===== src/rtl/hk628_trigger_sched.sv =====
`default_nettype none
// =============================================================================
// hk628_trigger_sched : debounced button requests, round-robin start/busy arbitration, low-battery preemption
// Rev 1.0 | optional HK628_SCHED_RETRIGGER_EN: re-pressing the playing button restarts it immediately
// =============================================================================

module hk628_trigger_sched #(
  parameter int NUM_BTN         = 8,
  parameter int DEBOUNCE_CYCLES = 500000,
  parameter int START_TIMEOUT   = 16
) (
  input  logic               clk,
  input  logic               reset,
  input  logic [NUM_BTN-1:0] btn,
  input  logic               low_batt_btn,
  input  logic               play_busy,
  output logic               play_start,
  output logic               play_abort,
  output logic [3:0]         play_sel,
  output logic               active,
  output logic               start_fail
);

  localparam int NIN = NUM_BTN + 1;
  localparam int PW  = (NUM_BTN > 1) ? $clog2(NUM_BTN) : 1;
  localparam int CW  = (DEBOUNCE_CYCLES > 1) ? $clog2(DEBOUNCE_CYCLES) : 1;
  localparam int TW  = $clog2(START_TIMEOUT + 1);
  localparam logic [3:0] LB_SEL = 4'd8;

  typedef enum logic [2:0] {
    S_IDLE      = 3'd0,
    S_START     = 3'd1,
    S_WAIT_BUSY = 3'd2,
    S_PLAYING   = 3'd3,
    S_ABORT     = 3'd4
  } state_t;

  // ---------------------------------------------------------------------------
  // Input conditioning
  // ---------------------------------------------------------------------------
  logic [NIN-1:0]     sync1_q, sync2_q, samp_q, deb_q;
  logic [CW-1:0]      presc_q;
  logic               tick;
  logic [NIN-1:0]     rise;
  logic [NUM_BTN-1:0] btn_rise;
  logic               lb_rise;

  assign tick     = (presc_q == CW'(DEBOUNCE_CYCLES - 1));
  assign rise     = tick ? (sync2_q & samp_q & ~deb_q) : '0;
  assign btn_rise = rise[NUM_BTN-1:0];
  assign lb_rise  = rise[NUM_BTN];

  always_ff @(posedge clk) begin
    if (reset) begin
      sync1_q <= '0;
      sync2_q <= '0;
      samp_q  <= '0;
      deb_q   <= '0;
      presc_q <= '0;
    end else begin
      sync1_q <= {low_batt_btn, btn};
      sync2_q <= sync1_q;
      presc_q <= tick ? '0 : presc_q + CW'(1);
      if (tick) begin
        samp_q <= sync2_q;
        // take the new sample only where it agrees with the previous tick's sample
        deb_q  <= (sync2_q & samp_q) | (deb_q & (sync2_q | samp_q));
      end
    end
  end

  // ---------------------------------------------------------------------------
  // Scheduler state
  // ---------------------------------------------------------------------------
  state_t             state_q, state_d;
  logic [3:0]         sel_q, sel_d;
  logic [PW-1:0]      rr_q, rr_d;
  logic [NUM_BTN-1:0] pend_q, pend_d, pend_clr, retrig_mask, requeue;
  logic               lb_q, lb_d, lb_clr;
  logic [TW-1:0]      cnt_q, cnt_d;
  logic               fail_q, fail_d;
  logic               retrig_q, retrig_d;
  logic               retrig_hit, do_requeue;
  logic               pick_found;
  logic [PW-1:0]      pick_idx, scan_idx;
  logic [PW:0]        scan_sum;

  always_ff @(posedge clk) begin
    if (reset) begin
      state_q  <= S_IDLE;
      sel_q    <= '0;
      rr_q     <= '0;
      pend_q   <= '0;
      lb_q     <= 1'b0;
      cnt_q    <= '0;
      fail_q   <= 1'b0;
      retrig_q <= 1'b0;
    end else begin
      state_q  <= state_d;
      sel_q    <= sel_d;
      rr_q     <= rr_d;
      pend_q   <= pend_d;
      lb_q     <= lb_d;
      cnt_q    <= cnt_d;
      fail_q   <= fail_d;
      retrig_q <= retrig_d;
    end
  end

  always_comb begin
    retrig_hit = 1'b0;
`ifdef HK628_SCHED_RETRIGGER_EN
    if (state_q == S_PLAYING && play_busy && sel_q != LB_SEL) begin
      retrig_hit = btn_rise[sel_q[PW-1:0]];
    end
`endif
  end

  always_comb begin
    state_d    = state_q;
    sel_d      = sel_q;
    rr_d       = rr_q;
    cnt_d      = cnt_q;
    fail_d     = fail_q;
    retrig_d   = retrig_q;
    pend_clr   = '0;
    lb_clr     = 1'b0;
    do_requeue = 1'b0;
    pick_found = 1'b0;
    pick_idx   = '0;
    scan_sum   = '0;
    scan_idx   = '0;

    // first pending button at or above rr_q, wrapping
    for (int j = 0; j < NUM_BTN; j++) begin
      scan_sum = {1'b0, rr_q} + (PW+1)'(j);
      if (scan_sum >= (PW+1)'(NUM_BTN)) begin
        scan_sum = scan_sum - (PW+1)'(NUM_BTN);
      end
      scan_idx = scan_sum[PW-1:0];
      if (!pick_found && pend_q[scan_idx]) begin
        pick_found = 1'b1;
        pick_idx   = scan_idx;
      end
    end

    case (state_q)
      S_IDLE: begin
        if (lb_q) begin
          lb_clr  = 1'b1;
          sel_d   = LB_SEL;
          state_d = S_START;
        end else if (pick_found) begin
          pend_clr[pick_idx] = 1'b1;
          sel_d   = 4'(pick_idx);
          rr_d    = (pick_idx == PW'(NUM_BTN - 1)) ? '0 : pick_idx + PW'(1);
          state_d = S_START;
        end
      end
      S_START: begin
        cnt_d   = '0;
        state_d = S_WAIT_BUSY;
      end
      S_WAIT_BUSY: begin
        if (play_busy) begin
          state_d = S_PLAYING;
        end else if (cnt_q == TW'(START_TIMEOUT - 1)) begin
          fail_d  = 1'b1;
          state_d = S_IDLE;
        end else begin
          cnt_d = cnt_q + TW'(1);
        end
      end
      S_PLAYING: begin
        if (!play_busy) begin
          state_d = S_IDLE;
        end else if ((lb_q && sel_q != LB_SEL) || retrig_hit) begin
          state_d  = S_ABORT;
          retrig_d = retrig_hit;
        end
      end
      S_ABORT: begin
        if (!play_busy) begin
          retrig_d = 1'b0;
          // a pending warning outranks the restart; the retriggered button is queued instead
          if (retrig_q && !lb_q) begin
            state_d = S_START;
          end else begin
            state_d    = S_IDLE;
            do_requeue = retrig_q;
          end
        end
      end
      default: state_d = S_IDLE;
    endcase
  end

  always_comb begin
    retrig_mask = '0;
    requeue     = '0;
    for (int i = 0; i < NUM_BTN; i++) begin
      retrig_mask[i] = retrig_hit && (sel_q == 4'(i));
      requeue[i]     = do_requeue && (sel_q == 4'(i));
    end
    pend_d = (pend_q & ~pend_clr) | (btn_rise & ~retrig_mask) | requeue;
    lb_d   = (lb_q & ~lb_clr) | lb_rise;
  end

  assign play_start = (state_q == S_START);
  assign play_abort = (state_q == S_ABORT);
  assign play_sel   = sel_q;
  assign active     = (state_q != S_IDLE);
  assign start_fail = fail_q;

endmodule

`default_nettype wire


===== config.mk =====
export PLATFORM = sky130hd
export DESIGN_NAME = hk628_trigger_sched
export DESIGN_NICKNAME = d
export VERILOG_FILES = /design/src/rtl/hk628_trigger_sched.sv
export SDC_FILE = /design/constraint.sdc
export NUM_CORES = 1
export LEC_CHECK = 0
export ABC_CLOCK_PERIOD_IN_PS = 3200
export BUFFER_PORTS_ARGS = -buffer_cell sky130_fd_sc_hd__buf_2
export CAP_MARGIN = 20
export CELL_PAD_IN_SITES_DETAIL_PLACEMENT = 1
export CELL_PAD_IN_SITES_GLOBAL_PLACEMENT = 1
export CORE_MARGIN = 4
export CORE_UTILIZATION = 44
export CTS_BUF_LIST = sky130_fd_sc_hd__clkbuf_8
export DETAILED_ROUTE_END_ITERATION = 6
export PLACE_DENSITY_LB_ADDON = 0.1
export SYNTH_ARGS = -nofsm -noshare
export SYNTH_HDL_FRONTEND = slang
export SYNTH_SLANG_ARGS = --single-unit

===== constraint.sdc =====
create_clock -name clk -period 3.2 [get_ports clk]
set_input_delay 0.16 -clock clk [delete_from_list [all_inputs] [get_ports clk]]
set_output_delay 0.16 -clock clk [all_outputs]
set_load 0.02 [all_outputs]

==> results by group <==
Timing
  • Max_slew headroom: 0.5925
  • Final setup viols: 0
  • FMAX: 0.3296 GHz
  • Final Cycle Share: 0.9483
  • Final period demand of the worst path: 3.034 ns
  • Layout Skew: 0.01456 ns
  • Final worst-path setup slack: 0.1656 ns
  • Setup TNS: 0 ns
  • Final Max Slew Viols: 0
  • Slew @ Worst Pin: 0.6113 ns
  • Fin. Hold Viols: 0
  • Unrepaired setup endpoints after global routing: no
  • Worst hold margin: 0.01622 ns

Critical path
  • R2r worst-path depth: 11
  • Crit path cell chain: clkinv_1 -> ha_4 -> mux4_2 -> buf_4 -> mux2i_4 -> nand2_1 -> or4_4 -> nor3b_4 -> buf_4 -> a22oi_1 -> nor2_1
  • Flop-to-flop setup slack: 0.17 ns
  • Required @ worst endpoint: between 3 and 4 ns
  • WS Path Type: reg2reg
  • CP max FO: 4
  • Delay-heaviest family, CP: simple AND/OR/NAND/NOR gates
  • Worst r2r src: rr_q[0]$_SDFFE_PP0P_
  • Worst setup SP type: register
  • Critical Path Stages: 11
  • Reg-to-reg endpoint: play_sel[2]$_SDFFE_PP0P_
  • Critical Path Most Common Cell: buf_4
  • CP max stage cell: or4_4
  • Buf+Inv Stages, Crit Path: 3
  • CP Data Arrival Time: 3.25 ns
  • Crit. End Element: register
  • Crit-path max cell delay: ~0.56 ns

Final layout
  • Most common cell after layout, fill and taps aside: dfxtp_1
  • Area Overhead vs Synth: 12.47%
  • Area occupied by multi-input gates: 2455 um^2
  • Ant diodes: 0
  • Layout cells sized above 1: 0.1755
  • NumNets Final: 520
  • Most frequent cells in the layout: 80 x dfxtp_1, 54 x nor2_1, 42 x nand2_1
  • Fillers: 1152
  • Final Util: 0.5140
  • Register area: 1602 um^2

Yosys
  • Ys Warns: 0
  • Post-Syn Instances: 477
  • Synth cell types: 67
  • Async S/R FF share, synth: 0
  • Mux cell area share after synthesis: 0.1332
  • EDFF count, synth: 0
  • Synth Area in Compound Gates: 0.1475
  • Seq/Total Area, Yosys: 0.3739
  • Synth Area in Adders: 0.01753
  • Synth Flop Type: dfxtp_1
  • Post-synthesis xor/xnor area fraction: 0.04674
  • Post-Synthesis Net Count: around 500
  • Largest family of logic cells by synthesized area: simple AND/OR/NAND/NOR gates
  • Syn Area/Cell: about 9 um^2
  • Synth Register Bits: 80
  • Simple-gate area share of the yosys netlist: 0.2241
  • Mapped cell area: 4283 um^2

Floorplanning
  • Die X: around 110 um
  • Starting Density: 0.4570
  • Number of top-level pins: 20
  • FP Rows: 35
  • Overall die height: 106.7 um
  • Die Area: between 10000 and 15000 um^2
  • Core area: between 9000 and 10000 um^2

Min path
  • Hold Path End: sync1_q[5]$_SDFF_PP0_
  • Hold path depth: 2
  • Hold wc startpoint: btn[5]
  • Hold WC Path Type: in2reg

Clock network
  • TritonCTS clock tree: yes
  • CTS sink count: 80
  • Clk_lat worst skew: 0.35 ns
  • H-tree Lvls: 3
  • Inserted Clock Buffers: 9
  • Clock buffer depth: 2
  • Clk root buf: clkbuf_8
  • Clk slew on worst S/H paths: 0.10 ns

Power and ir drop
  • PwrDens: 563.9 nW/um^2
  • Peak supply drop: 0.2818 mV
  • Leakage dissipation: 1.821 nW
  • Overall power: between 2 and 3 mW

Routing
  • Total routed wirelength: a little over 10000 um
  • # DRC: 0
  • Drt wl/cell: 16.25 um
  • Vias per cell: 5.516
  • Drt initial violations: 126
  • Final ANT Viol Nets: 0
  • Drt first pass iters: 6
  • Vias: 3508

Place
  • Post-DP HPWL: 7430 um
  • Worst slack at placement: 0.09950 ns
  • IO Port Bufs: 19
  • Placer's final routability congestion estimate: between 0.8 and 0.9

GRT
  • Largest net degree at the start of global routing: 62
  • First-pass GRT wire length: 17450 um
  • Overall routing resource usage: 0.1883
  • Antenna violations before repair: 0
  • GRT Residual Overflow: 0
  • Vias in the first global route: 3676

Status
  • Status: finished clean

Job
  • Max cap viols: 0
## cell usage after synthesis (2+ instances only)
library cell | count | area [um^2]
dfxtp_1 | 80 | 1602
nor2_1 | 54 | 202.7
nand2_1 | 42 | 157.7
o21ai_0 | 35 | 175.2
a21oi_1 | 25 | 125.1
nor2b_1 | 23 | 143.9
inv_1 | 21 | 78.83
mux2i_1 | 15 | 150.1
mux4_2 | 15 | 337.8
clkbuf_1 | 13 | 48.80
nand3_1 | 12 | 60.06
nor3_1 | 12 | 60.06
xor2_1 | 12 | 105.1
a31oi_1 | 9 | 56.30
xnor2_1 | 9 | 78.83
nand4_1 | 8 | 50.05
buf_2 | 7 | 35.03
nor3b_1 | 7 | 52.55
ha_1 | 6 | 75.07
and3_1 | 5 | 31.28
nor4b_1 | 5 | 43.79
buf_6 | 4 | 45.04
o31ai_1 | 3 | 22.52
a22oi_1 | 2 | 15.01
a32o_1 | 2 | 20.02
a41oi_1 | 2 | 17.52
and2_1 | 2 | 12.51
and4_1 | 2 | 17.52
clkbuf_2 | 2 | 10.01
clkinv_1 | 2 | 7.510
mux2_2 | 2 | 22.52
mux2i_4 | 2 | 45.04
nand2b_1 | 2 | 12.51
nand4b_1 | 2 | 17.52
## cell type report
cell class                 count  share of cell area
inverter                      23             0.01818
timing repair buffer          42             0.05766
clock buffer                   9             0.02571
clock inverter                 7             0.02286
multi-input combinational    346              0.5096
tap                          129             0.03351
sequential                    80              0.3325
## routing by layer
| layer | global-route usage | up-vias | part of all wire |
|---|---|---|---|
| li1 | - | 1739 | - |
| met1 | 0.2307 | 1713 | 0.45 |
| met2 | 0.3350 | 48 | 0.50 |
| met3 | 0.03853 | 8 | 0.034 |
| met4 | 0.05114 | 0 | 0.0090 |
| met5 | 0 | - | 0 |
## repair_timing
| action | in CTS | in global routing |
|---|---|---|
| setup endpoints to repair | 0 | 5 |
| gates resized for setup | 0 | 1 |
| hold buffers | 4 | 0 |
| buffers inserted | 0 | 5 |
| endpoints found under the hold margin | 4 | 0 |
## worst max path at each step
stage	startpoint	endpoint	slack, ns
floorplan	rr_q[1]$_SDFFE_PP0P_	rr_q[1]$_SDFFE_PP0P_	0.007
global placement	rr_q[0]$_SDFFE_PP0P_	rr_q[1]$_SDFFE_PP0P_	0.19
detailed placement	rr_q[0]$_SDFFE_PP0P_	rr_q[1]$_SDFFE_PP0P_	0.1
CTS	rr_q[0]$_SDFFE_PP0P_	rr_q[1]$_SDFFE_PP0P_	0.1
global route	rr_q[0]$_SDFFE_PP0P_	rr_q[1]$_SDFFE_PP0P_	0.0003
finish	rr_q[0]$_SDFFE_PP0P_	play_sel[2]$_SDFFE_PP0P_	0.17
## power by group
part	switching [mW]	internal, mW
registers	0.0495	1.04
clock network	0.412	0.454
logic	0.423	0.341
## flip-flops by register name, indices dropped and copies added, names as in the netlist
signal      cells
cnt_q           5
deb_q           9
lb_q            1
pend_q          8
play_sel        4
presc_q        19
rr_q            3
samp_q          9
start_fail      1
state_q         3
sync1_q         9
sync2_q         9
## cell families after synthesis
family,Yosys count
AND/OR/NAND/NOR,185
AO/OA/AOI/OAI,98
XOR/XNOR,22
multiplexers,35
flip-flops,80
adder cells (fa/ha/maj),6
buffers and inverters,51
## through the flow
stage                     area (um^2)  cells
after floorplan                  4297    477
after global placement           4501    611
after detailed placement         4501    611
after CTS                        4775    631
after global routing             4817    636
final                            4817    636
## worst reg2reg max path, cell delays in order (launching register included)
cell      delay, ns
dfxtp_1        0.34
clkinv_1       0.11
ha_4           0.32
mux4_2         0.54
buf_4          0.17
mux2i_4        0.18
nand2_1        0.11
or4_4          0.56
nor3b_4        0.20
buf_4          0.16
a22oi_1        0.17
nor2_1         0.06
No activity file was read; power rests on OpenSTA's default activity.
